File: config.mk
export PLATFORM = sky130hd
export DESIGN_NAME = lsu_r32i
export DESIGN_NICKNAME = d
export VERILOG_FILES = /design/src/rtl/lsu_r32i.sv
export SDC_FILE = /design/constraint.sdc
export NUM_CORES = 1
export LEC_CHECK = 0
export ABC_AREA = 1
export CORE_MARGIN = 3
export CORE_UTILIZATION = 43
export DETAILED_ROUTE_END_ITERATION = 8
export HOLD_SLACK_MARGIN = 0.12
export PLACE_DENSITY = 0.82
export SLEW_MARGIN = 10
export SYNTH_ARGS = -nofsm -noshare
export SYNTH_HDL_FRONTEND = slang
export SYNTH_HIERARCHICAL = 1
export SYNTH_SLANG_ARGS = --single-unit
File: constraint.sdc
create_clock -name clock -period 1.75 [get_ports clock]
set_input_delay 0.175 -clock clock [delete_from_list [all_inputs] [get_ports clock]]
set_output_delay 0.175 -clock clock [all_outputs]
set_load 0.1 [all_outputs]
File: src/rtl/lsu_r32i.sv
// RV32I load/store unit between execute and the word-wide data RAM.
// Sub-word loads are extracted and extended; sub-word stores are read-modify-write.

module lsu_r32i #(
    parameter int dataW       = 32,
    parameter int RAMAddrSize = 30
) (
    input  logic                   clock,
    input  logic                   reset,
    input  logic                   MemReq,
    input  logic                   MemWrite,
    input  logic [2:0]             Funct3,
    input  logic [dataW-1:0]       Addr,
    input  logic [dataW-1:0]       StoreData,
    input  logic                   RAMBusy,
    input  logic [dataW-1:0]       RAMOut,
    output logic                   LsuStall,
    output logic [dataW-1:0]       LoadData,
    output logic                   MisalignFault,
    output logic [RAMAddrSize-1:0] RAMAddr,
    output logic [dataW-1:0]       RAMDataIn,
    output logic                   RAMWriteControl
);
    localparam int LANES = dataW / 8;

    localparam logic [2:0] IDLE = 3'd0;
    localparam logic [2:0] RD   = 3'd1;
    localparam logic [2:0] CAP  = 3'd2;
    localparam logic [2:0] WR   = 3'd3;
    localparam logic [2:0] DONE = 3'd4;

    // The word address lives in RAMAddr and SW data in RAMDataIn, so only the
    // fields still needed after leaving IDLE are held here.
    typedef struct packed {
        logic        write;
        logic [2:0]  funct3;
        logic [1:0]  byteOff;
        logic [15:0] storeLo;
    } lsuReqT;

    logic [2:0]             state, nextState;
    lsuReqT                 req;
    logic                   isWord, isHalf, illegal, misalign, reqBad, start;
    logic [dataW-1:0]       laneShift, loadExt, merged;
    logic [LANES-1:0][7:0]  ramLanes, mergedLanes;

    assign isWord   = (Funct3 == 3'b010);
    assign isHalf   = (Funct3[1:0] == 2'b01);
    assign illegal  = (Funct3 == 3'b011) || (Funct3[2:1] == 2'b11) ||
                      (MemWrite && (Funct3[2:1] == 2'b10));
    assign misalign = (isWord && (Addr[1:0] != 2'b00)) || (isHalf && Addr[0]);
    assign reqBad   = illegal || misalign;
    assign start    = MemReq && !RAMBusy;

    assign LsuStall        = MemReq && (state != DONE) && !reset;
    assign RAMWriteControl = (state == WR) && !RAMBusy && !reset;

    // Load path: shift the addressed lane down to bit 0, then extend.
    assign laneShift = RAMOut >> {req.byteOff, 3'b000};

    always_comb begin
        loadExt = laneShift;
        case (req.funct3)
            3'b000:  loadExt = {{(dataW-8){laneShift[7]}}, laneShift[7:0]};
            3'b001:  loadExt = {{(dataW-16){laneShift[15]}}, laneShift[15:0]};
            3'b100:  loadExt = {{(dataW-8){1'b0}}, laneShift[7:0]};
            3'b101:  loadExt = {{(dataW-16){1'b0}}, laneShift[15:0]};
            default: loadExt = laneShift;
        endcase
    end

    // Store merge: only SB/SH reach CAP as writes, so funct3[0] alone marks a half.
    assign ramLanes = RAMOut;
    generate
        for (genvar k = 0; k < LANES; k++) begin : gLane
            lsu_r32i_lane #(.LANE(k)) uLane (
                .byteOff   (req.byteOff),
                .isHalf    (req.funct3[0]),
                .storeByte (((k % 2) == 1 && req.funct3[0]) ? req.storeLo[15:8]
                                                            : req.storeLo[7:0]),
                .ramByte   (ramLanes[k]),
                .mergedByte(mergedLanes[k])
            );
        end
    endgenerate
    assign merged = mergedLanes;

    always_comb begin
        nextState = state;
        case (state)
            IDLE: if (start) begin
                if (reqBad)                  nextState = DONE;
                else if (MemWrite && isWord) nextState = WR;
                else                         nextState = RD;
            end
            RD:      if (!RAMBusy) nextState = CAP;
            CAP:     nextState = req.write ? WR : DONE;
            WR:      if (!RAMBusy) nextState = DONE;
            DONE:    nextState = IDLE;
            default: nextState = IDLE;
        endcase
    end

    always_ff @(posedge clock) begin
        if (reset) begin
            state         <= IDLE;
            req           <= '0;
            LoadData      <= '0;
            MisalignFault <= 1'b0;
            RAMAddr       <= '0;
            RAMDataIn     <= '0;
        end else begin
            state         <= nextState;
            MisalignFault <= 1'b0;
            case (state)
                IDLE: if (start) begin
                    req.write   <= MemWrite;
                    req.funct3  <= Funct3;
                    req.byteOff <= Addr[1:0];
                    req.storeLo <= StoreData[15:0];
                    if (reqBad) begin
                        MisalignFault <= 1'b1;
                        if (!MemWrite) LoadData <= '0;
                    end else begin
                        RAMAddr <= Addr[RAMAddrSize+1:2];
                        if (MemWrite && isWord) RAMDataIn <= StoreData;
                    end
                end
                CAP: begin
                    if (req.write) RAMDataIn <= merged;
                    else           LoadData  <= loadExt;
                end
                default: ;
            endcase
        end
    end
endmodule

// One byte lane of the store merge: takes the store byte when the access covers this lane.
module lsu_r32i_lane #(
    parameter int LANE = 0
) (
    input  logic [1:0] byteOff,
    input  logic       isHalf,
    input  logic [7:0] storeByte,
    input  logic [7:0] ramByte,
    output logic [7:0] mergedByte
);
    localparam logic [1:0] IDX = 2'(LANE);

    logic sel;
    assign sel        = isHalf ? (byteOff[1] == IDX[1]) : (byteOff == IDX);
    assign mergedByte = sel ? storeByte : ramByte;
endmodule

Word level (Yosys, flattened, before mapping):

Index checks and enable logic that the tools add are counted.

* bits in registers: 120
* bits of input ports: 104
* output and inout port bits: 97
* word-level logic and storage cells: 92

* equal/unequal tests: 24
* shifts and indexed selects: 1
* muxes and demuxes: 28
* bitwise operators: 4
* reduce and logical (&&, ||, !) cells: 26

Operator list (number)
* two-way mux 32 bit: 8
* one-hot mux 32 bit (2 select lines): 2
* one-hot mux 32 bit (4 select lines): 1
* two-way mux 8 bit: 5
* >> shifter 32 x 5 -> 32 bit: 1
* != test 2 bit, second input constant: 9
* two-way mux 3 bit: 5
* == test 3 x 2 -> 1 bit, second input constant: 4
* one-hot mux 3 bit (4 select lines): 1
* AND reduction 5 bit: 2
* logical AND 1 bit: 9
* == test 2 bit, second input constant: 4
* == test 3 x 1 -> 1 bit, second input constant: 2
* == test 3 bit, second input constant: 2
* zero test 3 bit: 2
* AND reduction 3 bit: 2
* two-way mux 1 bit: 5
* == test 2 x 1 -> 1 bit, second input constant: 2
* logical OR 1 bit: 4
* inverter 1 bit: 4
* nonzero test 2 bit: 2
* != test 3 bit, second input constant: 1
* OR reduction 3 bit: 1
* zero test 1 bit: 2
* 3 further kinds: 3

Depth between registers and ports, before layout:

Gate-level depths: netlist of the first run.

* word-level depth: 7
* gate-level depth with buffers: 10
* gate-level depth less buffers: 9

By module:

The synthesis of the first run kept the hierarchy.

By module, submodules not included
* lsu_r32i: instances 1, cells an instance 898, area each 5855.6 µm², seq. area each 2402.3 µm²
* lsu_r32i_lane (gLane[3].uLane): instances 1, cells an instance 29, area each 146.4 µm², seq. area each 0.0 µm²
* lsu_r32i_lane (gLane[1].uLane): instances 1, cells an instance 29, area each 141.4 µm², seq. area each 0.0 µm²
* lsu_r32i_lane (gLane[2].uLane): instances 1, cells an instance 28, area each 140.1 µm², seq. area each 0.0 µm²
* lsu_r32i_lane (gLane[0].uLane): instances 1, cells an instance 28, area each 130.1 µm², seq. area each 0.0 µm²

Least setup slack after synthesis of the first run:

OpenSTA, ideal clock, no wires.

* kind: reg2out
* start point: register state[1]
* end point: output LsuStall
* data arrival time: 2.950 ns
* data required time: 1.575 ns
* slack: -1.375 ns
* stages on the path, launching flop included: 3
* buffers on the path: 0
* path through: dfxtp_1 > inv_1 > a311oi_1

* word-level cells in the longest chain between the ends: 3

RTL lines
* start, declared: line 41 `logic [2:0] state, nextState;`
* start signal, assigned: line 113 `state <= nextState;`
* != test 3 bit: line 55 `assign LsuStall = MemReq && (state != DONE) && !reset;`
* logical AND 1 bit (2 in a row): line 55
* end, declared: line 17 `output logic LsuStall,`

Every way passes these cells.

Worst setup path in the final report of the first run:

* start point: register state[0]
* end point: output RAMWriteControl

* word-level cells in the longest chain between the ends: 3

RTL lines
* == test 3 x 2 -> 1 bit: line 56 `assign RAMWriteControl = (state == WR) && !RAMBusy && !reset;`
* logical AND 1 bit (2 in a row): line 56
* end, declared: line 22 `output logic RAMWriteControl`

Every way passes these cells.

==> impl_metrics.yaml, run 1 <==
synthesis:
  synth_top_area_share_pct: 37.5
  yosysWarningCount: 6
  ys_types: 31
  ys_async_sr_fraction_pct: 0
  synth_cells: 1012
  syn_area_um2: 6410
  yosys_most_used_dff: "dfxtp_1"
  synth-seq-cells: 120
  yosysSeqAreaShare_pct: 37.5
  yosysTopAreaCell: "dfxtp_1"
  syn_nets: 1116
  synth_edf_count: 0
  netlist_top_cells_area: "dfxtp_1 37%, nand2_1 24%, a21oi_1 8.8%"
  avgSynthCellArea_um2: 6.34
floorplan:
  initial_core_util_pct: 44.0
  ios: 201
  rows: 44
  dieArea_um2: 16400
  fp.dieH_um: 128
  core_um2: 14600
  chipWidth_um: 128
worst_setup_path:
  crit_path_top_delay_cell: "dfxtp_2"
  max_stage_delay_ns: 0.34
  endpoint_kind: "output port"
  required_ns: 1.57
  rr_endpoint: "LoadData[22]"
  regToRegSetupSlack_ns: 0.16
  crit_fanout: 4
  crit_chain: "inv_2 -> nor3_4 -> nor3b_4 -> buf_12"
  critical_path.startpoint_type: "flip-flop"
  cp.arrival_ns: 1.50
  crit_type: "reg2out"
  worstSetupStartpoint: "state[0]"
  crit-reg2reg-launch: "req[16]"
  rr_worst_depth: 8
sta:
  worst_pin_slew_ns: 0.487
  drv_slew: 0
  finalCriticalPeriod_ns: 1.68
  finalCritPeriodShare_pct: 96.0
  max_freq_mhz: 595
  setup_viol: 0
  setup_tns_ns: 0
  hold_viol_final: 0
  skew_ns: 0.00595
  relSlewSlack_pct: 67.5
layout:
  drive_above_1_share_pct: 17.7
  fin_util_pct: 62.7
  diodes: 0
  fin_cells: 1407
  multi_input_area_um2: 3570
  nNetsFinal: 1316
  area_delta_synth_final_pct: 42.6
  fill_cells: 1349
  regArea_um2: 2410
global_routing:
  grt_max_degree: 42
  use_met3_pct: 4.21
  met1_usage_pct: 37.5
  grt_pass1_vias: 6879
  grt_busiest_layer: "met2"
  grt.overflow.total: 0
  track_usage_pct: 27.0
  grtUsageMet2_pct: 42.2
  antenna_found_initial: 0
  grt_first_pass_wirelength_um: 35400
cts:
  clkSinkCount: 120
  clock_path_buffers: 2
  worstSkewPairLatency_ns: 0.42
  path_clk_slew_ns: 0.06
  cts_tree: "built"
  cts_root_buffer: "clkbuf_16"
  htreeDepth: 4
  cts_made_buffers: 17
placed_design:
  place.port_buffers: 200
  gp_congestion: 0.978
  placed_cells: 1375
  hpwlAfterDp_um: 16400
run:
  drv_cap: 0
pwr:
  pwr-share-clk_pct: 39.6
  p_switching_mw: 2.80
  peakVddDrop_mv: 0.685
  power-per-cell-area_nw_per_um2: 933
  p_leak_nw: 4.17
  combPwrFrac_pct: 25.7
  switching_share_pct: 32.8
  power_mw: 8.53
  internal-power_mw: 5.73
  seq_power_share_pct: 34.6
hold_path:
  hp-start: "Addr[10]"
  min_to: "RAMAddr[8]"
  hold_depth: 3
  hold_class: "in2reg"
drt:
  drc_errors: 0
  drt_iter0_drc: 699
  drt-total-wl_um: 22200
  first_pass_iters: 6
  wl_per_cell_um: 15.8
  ant_nets: 0
  via_per_inst: 5.25
  num_vias: 7385
run_status:
  status: "completed"
-- what timing repair did --
action | 4_1_cts | 5_1_grt
endpoints found under the hold margin | 1 | 0
hold buffers | 1 | 0
setup buffers | 1 | 0
gates resized for setup | 1 | 7
setup endpoints to repair | 1 | 26
pin swaps | 1 | 1
-- logic make-up (layout without fill, tap and decap cells) --
logic type / Yosys count / count (layout) / share of synthesized area [%]
buffers and inverters: 111 / 322 / 7.51
and+or+nand+nor: 635 / 635 / 42.9
DFF: 120 / 120 / 37.5
AOI/OAI and AO/OA: 146 / 146 / 12.1
-- state kept, by name (all words and copies together) (netlist names) --
signal         flops
LoadData          32
RAMDataIn         32
RAMAddr           30
req               22
state              3
MisalignFault      1
-- per-stage QoR --
| step | hold slack, ns | cell area, um2 | setup WS (ns) |
|---|---|---|---|
| detailed placement | 0.453 | 8550 | -0.112 |
| CTS | 0.319 | 9130 | 0.00780 |
| global placement | 0.450 | 8550 | 0.0476 |
| floorplan | 0.322 | 6450 | 0.0433 |
| finish | 0.325 | 9150 | 0.0704 |
| global route | 0.341 | 9150 | -0.0289 |
-- cells in the mapped netlist, types with 4 or more instances --
library cell  instances
nand2_1             409
nand3b_1             30
o21ai_0              22
nand2_4               6
nand4_1               4
a21oi_1             113
dfxtp_1             120
inv_2                15
nand3_1             109
nand3_2               5
nor2_1               63
inv_1                28
clkbuf_1             36
nand2_2               4
buf_2                24
o211ai_1              4
-- worst max-delay path: cells and delay by family (launching register included) --
kind / cells / cell delay, ns
buffers and inverters: 2 / 0.28
and+or+nand+nor: 2 / 0.45
DFF: 1 / 0.34
-- worst max path at each step --
stage | cells after the start | end
floorplan | 3 | RAMWriteControl
global placement | 10 | LoadData[17]
detailed placement | 8 | RAMAddr[10]
CTS | 4 | RAMWriteControl
global route | 4 | RAMWriteControl
finish | 4 | RAMWriteControl
-- layout by cell type (no fill, tap or decap), types with 4 or more instances in the layout --
master,n
nand2_1,409
buf_4,134
dfxtp_1,116
a21oi_1,113
nand3_1,109
clkdlybuf4s50_1,102
nor2_1,63
nand3b_1,30
inv_1,27
o21ai_0,22
clkbuf_16,17
inv_2,16
buf_12,7
nand2_4,6
nand3_2,5
nand2_2,4
nand4_1,4
o211ai_1,4
-- layer usage --
layer | vias to the layer above | wire [um]
li1 | 3670 | -
met1 | 3372 | 9940
met2 | 299 | 10200
met3 | 44 | 1530
met4 | 0 | 551
met5 | - | 0
-- final cells by class --
type                       instances  area share [%]
clock buffer                      22            5.07
clock inverter                     8            1.08
inverter                          45            1.87
multi-input combinational        781            39.0
sequential                       120            26.3
tap                              184            2.52
timing repair buffer             247            24.1
-- power by group through the flow --
stage,sequential [mW],combinational (mW),clock [mW]
floorplan,3.53,0.912,0
global placement,3.00,2.15,0
detailed placement,3.01,2.16,0
CTS,2.95,2.17,3.42
global route,2.97,2.37,3.55
finish,2.96,2.20,3.38
Note: power is estimated with default switching activity, not from simulation.
==> run 2: changes to the inputs <==
--- a/config.mk
+++ b/config.mk
@@ -11,6 +11,7 @@
 export DETAILED_ROUTE_END_ITERATION = 8
 export HOLD_SLACK_MARGIN = 0.12
 export PLACE_DENSITY = 0.82
+export RECOVER_POWER = 25
 export SLEW_MARGIN = 10
 export SYNTH_ARGS = -nofsm -noshare
 export SYNTH_HDL_FRONTEND = slang
==> run 2 against run 1 <==
Compared with the run above: maximum frequency is 0.17% lower; highest routed layer unchanged; largest power group unchanged; non-clock buffer count unchanged; sequential share of layout area up 0.39 points; global-route usage stayed put; register-to-register slack hardly changed; setup slack worse by 0.0028 ns; utilization down 0.93 points; critical path depth stayed put.
==> impl_metrics.yaml, run 2 (synthesized netlist as in run 1, its figures left out) <==
global_routing:
  grt_pass1_vias: 6879
  track_usage_pct: 27.0
  grt_first_pass_wirelength_um: 35400
  grt.overflow.total: 0
  antenna_found_initial: 0
  grt_max_degree: 42
drt:
  drc_errors: 0
  drt-total-wl_um: 22200
  via_per_inst: 5.24
  ant_nets: 0
  wl_per_cell_um: 15.8
  num_vias: 7377
  drt_iter0_drc: 740
  first_pass_iters: 5
pwr:
  power_mw: 8.50
  power-per-cell-area_nw_per_um2: 943
  internal-power_mw: 5.70
  seq_power_share_pct: 34.8
  combPwrFrac_pct: 25.5
  switching_share_pct: 32.9
  peakVddDrop_mv: 0.681
  p_switching_mw: 2.80
  pwr-share-clk_pct: 39.8
  p_leak_nw: 4.13
floorplan:
  rows: 44
  dieArea_um2: 16400
  ios: 201
  core_um2: 14600
  fp.dieH_um: 128
  chipWidth_um: 128
  initial_core_util_pct: 44.0
placed_design:
  placed_cells: 1375
  hpwlAfterDp_um: 16400
  place_area_um2: 8550
  place.port_buffers: 200
  gp_congestion: 0.978
cts:
  path_clk_slew_ns: 0.06
  worstSkewPairLatency_ns: 0.42
  clkSinkCount: 120
  htreeDepth: 4
  cts_made_buffers: 17
  clock_path_buffers: 2
  cts_tree: "built"
  cts_root_buffer: "clkbuf_16"
sta:
  skew_ns: 0.00648
  finalCritPeriodShare_pct: 96.1
  worst_pin_slew_ns: 0.585
  max_freq_mhz: 594
  finalCriticalPeriod_ns: 1.68
  drv_slew: 0
  hold_viol_final: 0
  setup_viol: 0
  fin_hold_ws_ns: 0.325
  relSlewSlack_pct: 61.2
layout:
  reg_top3: "LoadData (32), RAMDataIn (32), RAMAddr (30)"
  fill_cells: 1381
  final_common_cell: "nand2_1"
  diodes: 0
  mostFrequentLayoutCells: "409 x nand2_1, 116 x dfxtp_1, 113 x a21oi_1"
  regArea_um2: 2410
  fin_cells: 1407
  nNetsFinal: 1316
  drive_above_1_share_pct: 17.7
  area_delta_synth_final_pct: 40.5
  multi_input_area_um2: 3570
  fin_area_um2: 9010
worst_setup_path:
  crit_fanout: 4
  critPathBufInv: 2
  worstSetupStartpoint: "state[0]"
  crit_chain: "inv_2 -> nor3_4 -> nor3b_4 -> buf_12"
  critical_path.startpoint_type: "flip-flop"
  max_stage_delay_ns: 0.34
  crit_type: "reg2out"
  endpoint_kind: "output port"
  cp.arrival_ns: 1.51
  required_ns: 1.57
  cpLargestDelayFamily: "simple AND/OR/NAND/NOR gates"
  crit-reg2reg-launch: "req[16]"
  crit_path_top_delay_cell: "dfxtp_2"
run_status:
  status: "completed"
hold_path:
  hp-start: "Addr[10]"
  hold_class: "in2reg"
run:
  drv_cap: 0
run 2: final timing paths:
kind / endpoint / slack [ns] / cells after the start
max: RAMWriteControl / 0.07 / 4
min: RAMAddr[8] / 0.33 / 3
max reg2reg: LoadData[22] / 0.17 / 8
min reg2reg: RAMDataIn[11] / 0.46 / 2
run 2: area by class of cell:
cell class	instances	share of cell area (%)
well taps	184	2.55
clock buffers	22	5.15
flip-flops and latches	120	26.7
multi-input cells	781	39.6
inverters	45	1.90
clock inverters	8	1.10
repair buffers	247	23.0
run 2: timing repair:
action / CTS / global route
endpoints found under the setup margin: 1 / 26
resized for setup: 1 / 7
buffers inserted: 1 / 0
pin swaps: 1 / 1
endpoints found under the hold margin: 1 / 0
hold buffers: 1 / 0
run 2: worst register-to-register path, delay by kind of cell (launching register included):
family	cells	cell delay, ns
compound gates	1	0.15
buf+inv	2	0.35
flops	1	0.44
simple gates	5	0.53
run 2: layer usage:
metal	GRT usage, %	vias to the layer above	part of all wire [%]
met4	10.1	0	2.5
met5	0	-	0
met3	4.21	45	7.1
li1	-	3675	-
met2	42.2	294	46
met1	37.5	3363	45
run 2: stage by stage:
| step | setup WS (ns) | utilization (%) | TNS (ns) |
|---|---|---|---|
| after floorplan | 0.0433 | - | 0 |
| after global placement | 0.0476 | 58.6 | 0 |
| after detailed placement | -0.112 | 58.6 | -6.65 |
| after CTS | 0.00780 | 62.6 | 0 |
| after global routing | -0.0289 | 61.8 | -0.0289 |
| final | 0.0676 | 61.8 | 0 |
run 2: power by group through the flow:
stage / Clock [mW] / Sequential [mW] / Combinational (mW)
global placement: 0 / 3.00 / 2.15
global route: 3.55 / 2.97 / 2.34
CTS: 3.42 / 2.95 / 2.17
detailed placement: 0 / 3.01 / 2.16
floorplan: 0 / 3.53 / 0.912
finish: 3.38 / 2.95 / 2.17
==> run 3: changes to the inputs <==
--- a/config.mk
+++ b/config.mk
@@ -8,6 +8,7 @@
 export ABC_AREA = 1
 export CORE_MARGIN = 3
 export CORE_UTILIZATION = 43
+export CTS_CLUSTER_DIAMETER = 40
 export DETAILED_ROUTE_END_ITERATION = 8
 export HOLD_SLACK_MARGIN = 0.12
 export PLACE_DENSITY = 0.82
==> results of run 3 <==
Same layout as run 2: the final DEF is identical, and so are final timing and power.
